$ cat config.mk
export PLATFORM = sky130hd
export DESIGN_NAME = car_sequencer_flat
export DESIGN_NICKNAME = d
export VERILOG_FILES = /design/src/rtl/car_sequencer_if.sv /design/src/rtl/car_sequencer.sv /design/src/flat_wrapper.sv
export SDC_FILE = /design/constraint.sdc
export NUM_CORES = 1
export LEC_CHECK = 0
export ABC_AREA = 1
export CORE_ASPECT_RATIO = 1.5
export CORE_MARGIN = 4
export CORE_UTILIZATION = 46
export DETAILED_ROUTE_END_ITERATION = 7
export HOLD_SLACK_MARGIN = 0.05
export PLACE_DENSITY = 0.84
export SLEW_MARGIN = 0
export SYNTH_ARGS = -nofsm -noshare
export SYNTH_HDL_FRONTEND = slang
export SYNTH_SLANG_ARGS = --single-unit
$ cat constraint.sdc
create_clock -name MCLK -period 1.8 [get_ports MCLK]
set_input_delay 0.45 -clock MCLK [delete_from_list [all_inputs] [get_ports MCLK]]
set_output_delay 0.45 -clock MCLK [all_outputs]
set_load 0.02 [all_outputs]
$ cat src/rtl/car_sequencer_if.sv
// Bundle of decoder, control-ROM and sequencer status signals around the CAR sequencer.
interface car_sequencer_if #(
  parameter int unsigned CarBits = 6
);
  logic [CarBits-1:0] car_dec;
  logic               ir_valid;
  logic               mem_ready;
  logic [1:0]         seq_op;
  logic [CarBits-1:0] seq_target;
  logic               int_req;
  logic [CarBits-1:0] car;
  logic               fetch_req;
  logic               int_ack;
  logic               fault;
  logic [3:0]         ustep;

  // Environment side: decoder, fetch unit, control ROM, interrupt controller.
  modport master (
    output car_dec, ir_valid, mem_ready, seq_op, seq_target, int_req,
    input  car, fetch_req, int_ack, fault, ustep
  );

  // Sequencer side.
  modport slave (
    input  car_dec, ir_valid, mem_ready, seq_op, seq_target, int_req,
    output car, fetch_req, int_ack, fault, ustep
  );
endinterface

$ cat src/rtl/car_sequencer.sv
// Control Address Register sequencer: loads decoder start addresses, steps/branches under
// control-ROM direction, inserts interrupt entry between instructions.
module car_sequencer #(
  parameter int unsigned           CarBits   = 6,
  parameter logic [CarBits-1:0]    FetchAddr = 6'h00,
  parameter logic [CarBits-1:0]    IntAddr   = 6'h3C
) (
  input logic                MCLK,
  input logic                reset,
  car_sequencer_if.slave     bus
);

  typedef enum logic [1:0] {
    StFetch = 2'b00,
    StExec  = 2'b01,
    StInt   = 2'b10
  } state_e;

  localparam logic [1:0] OpNext = 2'b00;
  localparam logic [1:0] OpJump = 2'b01;
  localparam logic [1:0] OpDone = 2'b10;
  localparam logic [1:0] OpHold = 2'b11;

  localparam logic [CarBits-1:0] CarMax = '1;

  state_e             state_q, state_d;
  logic [CarBits-1:0] car_q, car_d;
  logic [3:0]         ustep_q, ustep_d;
  logic               int_ack_q, int_ack_d;
  logic               fault_q, fault_d;

  // Next-state, next-CAR and pulse generation; mem_ready low freezes everything.
  always_comb begin
    state_d   = state_q;
    car_d     = car_q;
    ustep_d   = ustep_q;
    int_ack_d = 1'b0;
    fault_d   = 1'b0;
    if (bus.mem_ready) begin
      unique case (state_q)
        StFetch: begin
          // Interrupt wins over a freshly latched IW; the IW is simply refetched later.
          if (bus.int_req) begin
            state_d   = StInt;
            car_d     = IntAddr;
            int_ack_d = 1'b1;
            ustep_d   = 4'd0;
          end else if (bus.ir_valid) begin
            state_d = StExec;
            car_d   = bus.car_dec;
            ustep_d = 4'd0;
          end
        end
        StExec, StInt: begin
          ustep_d = (ustep_q == 4'hF) ? ustep_q : ustep_q + 4'd1;
          unique case (bus.seq_op)
            OpNext: begin
              // Running off the top of the ROM aborts the instruction instead of wrapping.
              if (car_q == CarMax) begin
                fault_d = 1'b1;
                state_d = StFetch;
                car_d   = FetchAddr;
              end else begin
                car_d = car_q + CarBits'(1);
              end
            end
            OpJump: begin
              car_d = bus.seq_target;
            end
            OpDone: begin
              // Interrupts are only taken between instructions, never nested from StInt.
              if ((state_q == StExec) && bus.int_req) begin
                state_d   = StInt;
                car_d     = IntAddr;
                int_ack_d = 1'b1;
                ustep_d   = 4'd0;
              end else begin
                state_d = StFetch;
                car_d   = FetchAddr;
              end
            end
            OpHold: begin
              car_d = car_q;
            end
            default: begin
              car_d = car_q;
            end
          endcase
        end
        default: begin
          state_d = StFetch;
          car_d   = FetchAddr;
        end
      endcase
    end
  end

  // State, CAR, step counter and pulse registers with synchronous reset.
  always_ff @(posedge MCLK) begin
    if (reset) begin
      state_q   <= StFetch;
      car_q     <= FetchAddr;
      ustep_q   <= 4'd0;
      int_ack_q <= 1'b0;
      fault_q   <= 1'b0;
    end else begin
      state_q   <= state_d;
      car_q     <= car_d;
      ustep_q   <= ustep_d;
      int_ack_q <= int_ack_d;
      fault_q   <= fault_d;
    end
  end

  assign bus.car       = car_q;
  assign bus.fetch_req = (state_q == StFetch);
  assign bus.int_ack   = int_ack_q;
  assign bus.fault     = fault_q;
  assign bus.ustep     = ustep_q;

endmodule
$ cat src/flat_wrapper.sv
// flat-port wrapper written by rule: the top's interface ports become plain ports
module car_sequencer_flat 
#(
  parameter int unsigned           CarBits   = 6,
  parameter logic [CarBits-1:0]    FetchAddr = 6'h00,
  parameter logic [CarBits-1:0]    IntAddr   = 6'h3C
)
  (MCLK, reset, bus_car_dec, bus_ir_valid, bus_mem_ready, bus_seq_op, bus_seq_target, bus_int_req, bus_car, bus_fetch_req, bus_int_ack, bus_fault, bus_ustep);
  car_sequencer_if #(.CarBits(CarBits)) bus_i ();
  input logic MCLK;
  input logic reset;
  input wire logic [$bits(bus_i.car_dec)-1:0] bus_car_dec;
  input wire logic [$bits(bus_i.ir_valid)-1:0] bus_ir_valid;
  input wire logic [$bits(bus_i.mem_ready)-1:0] bus_mem_ready;
  input wire logic [$bits(bus_i.seq_op)-1:0] bus_seq_op;
  input wire logic [$bits(bus_i.seq_target)-1:0] bus_seq_target;
  input wire logic [$bits(bus_i.int_req)-1:0] bus_int_req;
  output wire logic [$bits(bus_i.car)-1:0] bus_car;
  output wire logic [$bits(bus_i.fetch_req)-1:0] bus_fetch_req;
  output wire logic [$bits(bus_i.int_ack)-1:0] bus_int_ack;
  output wire logic [$bits(bus_i.fault)-1:0] bus_fault;
  output wire logic [$bits(bus_i.ustep)-1:0] bus_ustep;
  assign bus_i.car_dec = bus_car_dec;
  assign bus_i.ir_valid = bus_ir_valid;
  assign bus_i.mem_ready = bus_mem_ready;
  assign bus_i.seq_op = bus_seq_op;
  assign bus_i.seq_target = bus_seq_target;
  assign bus_i.int_req = bus_int_req;
  assign bus_car = bus_i.car;
  assign bus_fetch_req = bus_i.fetch_req;
  assign bus_int_ack = bus_i.int_ack;
  assign bus_fault = bus_i.fault;
  assign bus_ustep = bus_i.ustep;
  car_sequencer #(.CarBits(CarBits), .FetchAddr(FetchAddr), .IntAddr(IntAddr)) u_core (.MCLK(MCLK), .reset(reset), .bus(bus_i));
endmodule
[Yosys cells after proc, flatten, opt, wreduce, memory -nomap -nowiden]
Index checks and enable logic that the tools add are counted.
Cells by class
  $add $sub $neg: 2
  bitwise operators: 3
  equality and inequality tests: 11
  multiplexer cells: 23
  reductions and logical operators: 10
Operator list (number)
  two-way mux 6 bit: 4
  two-way mux 4 bit: 5
  case mux 6 bit (3 select lines): 1
  case mux 6 bit (2 select lines): 1
  two-way mux 2 bit: 4
  case mux 2 bit (2 select lines): 2
  case mux 4 bit (2 select lines): 1
  adder 6 x 1 -> 6 bit (second input constant): 1
  == test 2 bit (second input constant): 3
  == test 6 bit (second input constant): 1
  inequality test 3 x 2 -> 1 bit (second input constant): 2
  AND reduction 3 bit: 2
  adder 4 x 1 -> 4 bit (second input constant): 1
  == test 2 x 1 -> 1 bit (second input constant): 2
  == test 4 bit (second input constant): 1
  zero test 2 bit: 2
  two-way mux 1 bit: 4
  AND reduction 4 bit: 1
  OR reduction 2 bit: 2
  OR reduction 4 bit: 1
  inequality test 3 bit (second input constant): 1
  inverter 1 bit: 3
  inequality test 2 bit (second input constant): 1
  case mux 1 bit (2 select lines): 1
  2 further kinds: 2
Storage, ports and cells
  output and inout port bits: 13
  input port bits: 19
  logic and storage cells: 54
  register bits: 14

[Logic depth before layout (Yosys ltp)]
  depth in word-level cells: 5
  gate-level depth with buffers: 10
  gate-level depth less buffers: 10

[Worst setup path before layout]
Ideal clock, no wire load.
  path kind: input to register
  from: input port bus_seq_op[0]
  to: register u_core.car_q[3] (netlist: u_core.bus.car[3])
  required time: 1.667 ns
  stages on the path: 10
  path buffers: 1
  arrival: 1.463 ns
  setup time: 0.133 ns
  slack: 0.203 ns
  cell sequence: inv_1 > ha_1 > clkbuf_1 > inv_1 > a21oi_1 > a21oi_1 > nand2_1 > nand2_1 > nand2_1 > a21oi_2
On the way
  word-level cells in the longest chain between the ends: 3
  elaborated cells on any way between the ends: 8
  those cells by class: eq/ne (4); mux (2); reduce/logical (2)
Ends and longest elaborated chain
  start: declaration: RTL line flat_wrapper.sv:15  | input wire logic [$bits(bus_i.seq_op)-1:0] bus_seq_op;
  == test 2 bit (tied with other cells): RTL line car_sequencer.sv:56  | unique case (bus.seq_op)
  case mux 6 bit (3 select lines) / inequality test 2 bit (equally long branches)
  case mux 6 bit (2 select lines) / AND reduction 3 bit (equally long branches)
  end signal: assignment: RTL line car_sequencer.sv:102  | car_q <= FetchAddr;
  end signal: assignment: RTL line car_sequencer.sv:108  | car_q <= car_d;
  end: declaration: RTL line car_sequencer.sv:27  | logic [CarBits-1:0] car_q, car_d;
Parallel ways exist; a longest one is shown, timed or not.
A chain may end at the register's enable or synchronous reset.

[Worst setup path in the final report]
  from: register u_core.ustep_q[3] (netlist: u_core.bus.ustep[3])
  to: output port bus_ustep[3]
RTL lines
  start: declaration: RTL line car_sequencer.sv:28  | logic [3:0] ustep_q, ustep_d;
  start signal: assignment: RTL line car_sequencer.sv:109  | ustep_q <= ustep_d;
  end: declaration: RTL line flat_wrapper.sv:22  | output wire logic [$bits(bus_i.ustep)-1:0] bus_ustep;
No word-level cell between the ends.

==> impl_metrics.toml <==
[run_status]
status = "finished clean"

[synth]
yosysWarningCount = 0
synth_edf_count = 0
postSynthAreaPerCell_um2 = 6.54
syn-cell-area_um2 = 1020
yosys.cell_types.count = 23
synth_fp_nets = 184
synth_flop_cell = "dfxtp_1"
synth_cells = 156
async_reset_ff_share_pct = 0
ys_seq_elements = 14
yosysSeqAreaShare_pct = 27.5

[worst_setup_path]
cp.depth = 1
cp.arrival_ps = 1290
r2r_slack_ps = 170
crit_family = "buffers and inverters"
path_class = "reg -> out"
crit_slowest_cell = "clkdlybuf4s50_1"
max_stage_delay_ps = 620
crit_fanout = 4
worstPathRequired_ps = 1350
path_buf_inv = 1
path_cells = "clkdlybuf4s50_1"
critPathLaunchType = "register"
worst-r2r-cell-count = 8
reg2reg_from = "u_core.state_q[0]"
worstSetupEndpointType = "primary output"
r2r_end = "u_core.bus.car[5]"

[routing]
drcViolationCount = 0
wl_um = 3170
drtIter0Drc = 32
vias = 1211
routed_via_density = 5.48
wl_per_cell_um = 14.3
drt-pass1-iter-count = 4
ant_nets = 0

[floorplan]
dieArea_um2 = 3050
die_h_um = 65.7
die_w_um = 46.4
io_pins = 32
core_area_um2 = 2080
start_util_pct = 49.1
fp-row-count = 20

[placement]
place_inst = 217
place.gp.congestion = 1.08
place_ws_ps = -285
hpwlAfterDp_um = 2590
portBuffers = 31
place_area_um2 = 1430

[timing]
slew_headroom_pct = 82.8
setup_ws_ps = 56.6
slew_violations = 0
setup_viol = 0
finalClockSkew_ps = 5.70
finalCriticalPeriod_ps = 1740
finalHoldViolCount = 0
worstMarginPinSlew_ps = 257
rsz0062_at_grt = "false"
worst_hold_slack_ps = 491
fmax_mhz = 574
final.setup.tns_ps = 0
period_share_pct = 96.9

[cts]
cts_buffer_depth = 2
cts_sinks = 14
post-cts-setup-buffers = 0
numCtsBuffers = 3
cts_htree_levels = 1
clockRootBuffer = "clkbuf_4"
insertion_delay_ps = 290
cts_tree = "built"
clk_pin_slew_ps = 90

[pwr]
ir_drop_v = 0.000574
p_seq_share_pct = 36.3
power_frac_clock_pct = 23.8
power_mw = 0.998
pwr-share-comb_pct = 39.9
p_int_mw = 0.639
leakage_nw = 0.720
swShare_pct = 36.0
power.switching_mw = 0.360
p_per_area_nw_per_um2 = 668

[cells_and_area]
utilization_pct = 72.0
diodes = 0
stdcell_count = 221
nNetsFinal = 228
layout-drive-gt1-share_pct = 15.1
fillers = 174
multi_input_area_um2 = 682
postLayoutCellArea_um2 = 1500
regArea_um2 = 282
area_growth_pct = 46.6

[global_routing]
grt_usage_pct = 23.0
overflow = 0
antenna_found_initial = 0
grt_max_degree = 9
grt_pass1_wl_um = 5070
grt_pass1_vias = 1196

[hold_path]
min_from = "u_core.state_q[0]"
hold_depth = 2
hold_path_class = "reg -> reg"
min_to = "u_core.state_q[0]"

[flow_run]
max_cap_violations = 0
flip-flops by register name, summed over array words and instances, names as in the netlist:
name	flops
u_core.bus.int_ack	1
u_core.state_q	2
u_core.bus.fault	1
u_core.bus.ustep	4
u_core.bus.car	6
cell usage in the layout, fill, tap and decap left out, drive strengths merged, types with 9 or more instances in the layout:
master / count
nand2: 50
buf: 11
inv: 18
nand3: 11
o21ai: 13
nor2: 10
a21oi: 19
dfxtp: 14
ha: 9
clkdlybuf4s50: 22
metal layers:
layer	track usage, %	up-vias	share of wire, %
met5	0	-	0
met4	11.7	0	3.8
met3	4.11	12	7.8
met2	42.9	60	55
met1	22.3	542	33
li1	-	597	-
how the worst max path moves through the flow:
| stage | slack, ps | from | endpoint |
|---|---|---|---|
| after global placement | -220 | bus_seq_op[1] | u_core.bus.car[4] |
| after CTS | 6 | u_core.bus.ustep[2] | bus_ustep[2] |
| after detailed placement | -280 | bus_seq_op[1] | u_core.state_q[1] |
| after global routing | 6 | bus_seq_op[1] | u_core.bus.car[0] |
| after floorplan | 200 | bus_seq_op[0] | u_core.bus.car[3] |
| final | 60 | u_core.bus.ustep[3] | bus_ustep[3] |
power groups by stage:
| stage | registers (mW) | clock network, mW | logic (mW) |
|---|---|---|---|
| 4_1_cts | 0.363 | 0.238 | 0.390 |
| 2_1_floorplan | 0.389 | 0 | 0.199 |
| 6_report | 0.362 | 0.238 | 0.398 |
| 3_3_place_gp | 0.369 | 0 | 0.388 |
| 3_5_place_dp | 0.370 | 0 | 0.395 |
| 5_1_grt | 0.367 | 0.260 | 0.439 |
worst reg2reg max path, delay by kind of cell, from the launching register on:
family,cells,cell delay (ps)
adders and majority gates,1,220
buffers and inverters,2,230
AOI/OAI and AO/OA,3,570
DFF,1,360
and+or+nand+nor,2,180
cells in the mapped netlist (2+ instances only):
cell / count / area [um2]
o21ai_0: 12 / 60.1
a21oi_4: 2 / 32.5
nor3_1: 2 / 10.0
nand2_1: 49 / 184
inv_1: 18 / 67.6
dfxtp_1: 14 / 280
clkbuf_1: 2 / 7.51
nor2_1: 8 / 30.0
ha_1: 9 / 113
a21oi_2: 3 / 26.3
nand3_1: 11 / 55.1
nor2_2: 2 / 12.5
a21oi_1: 14 / 70.1
timing repair:
item | CTS | global route
endpoints found under the setup margin | 5 | 17
hold buffers | 0 | 0
pin swaps | 0 | 0
gates resized for setup | 5 | 15
layout make-up:
cell class                 instances  area share (%)
clock buffer                       4            2.43
inverter                          18            4.52
multi-input combinational        121            45.6
sequential                        14            18.8
tap                               22            1.84
timing repair buffer              42            26.8
kinds of logic after synthesis:
kind of cell	after synthesis	share of synthesized area, %
buffers and inverters	21	7.85
AO/OA/AOI/OAI	36	21.8
flip-flops	14	27.5
AND/OR/NAND/NOR	75	30.9
adder cells (fa/ha/maj)	9	11.0
XOR/XNOR	1	0.859
Power figures use the tool's default switching activity.
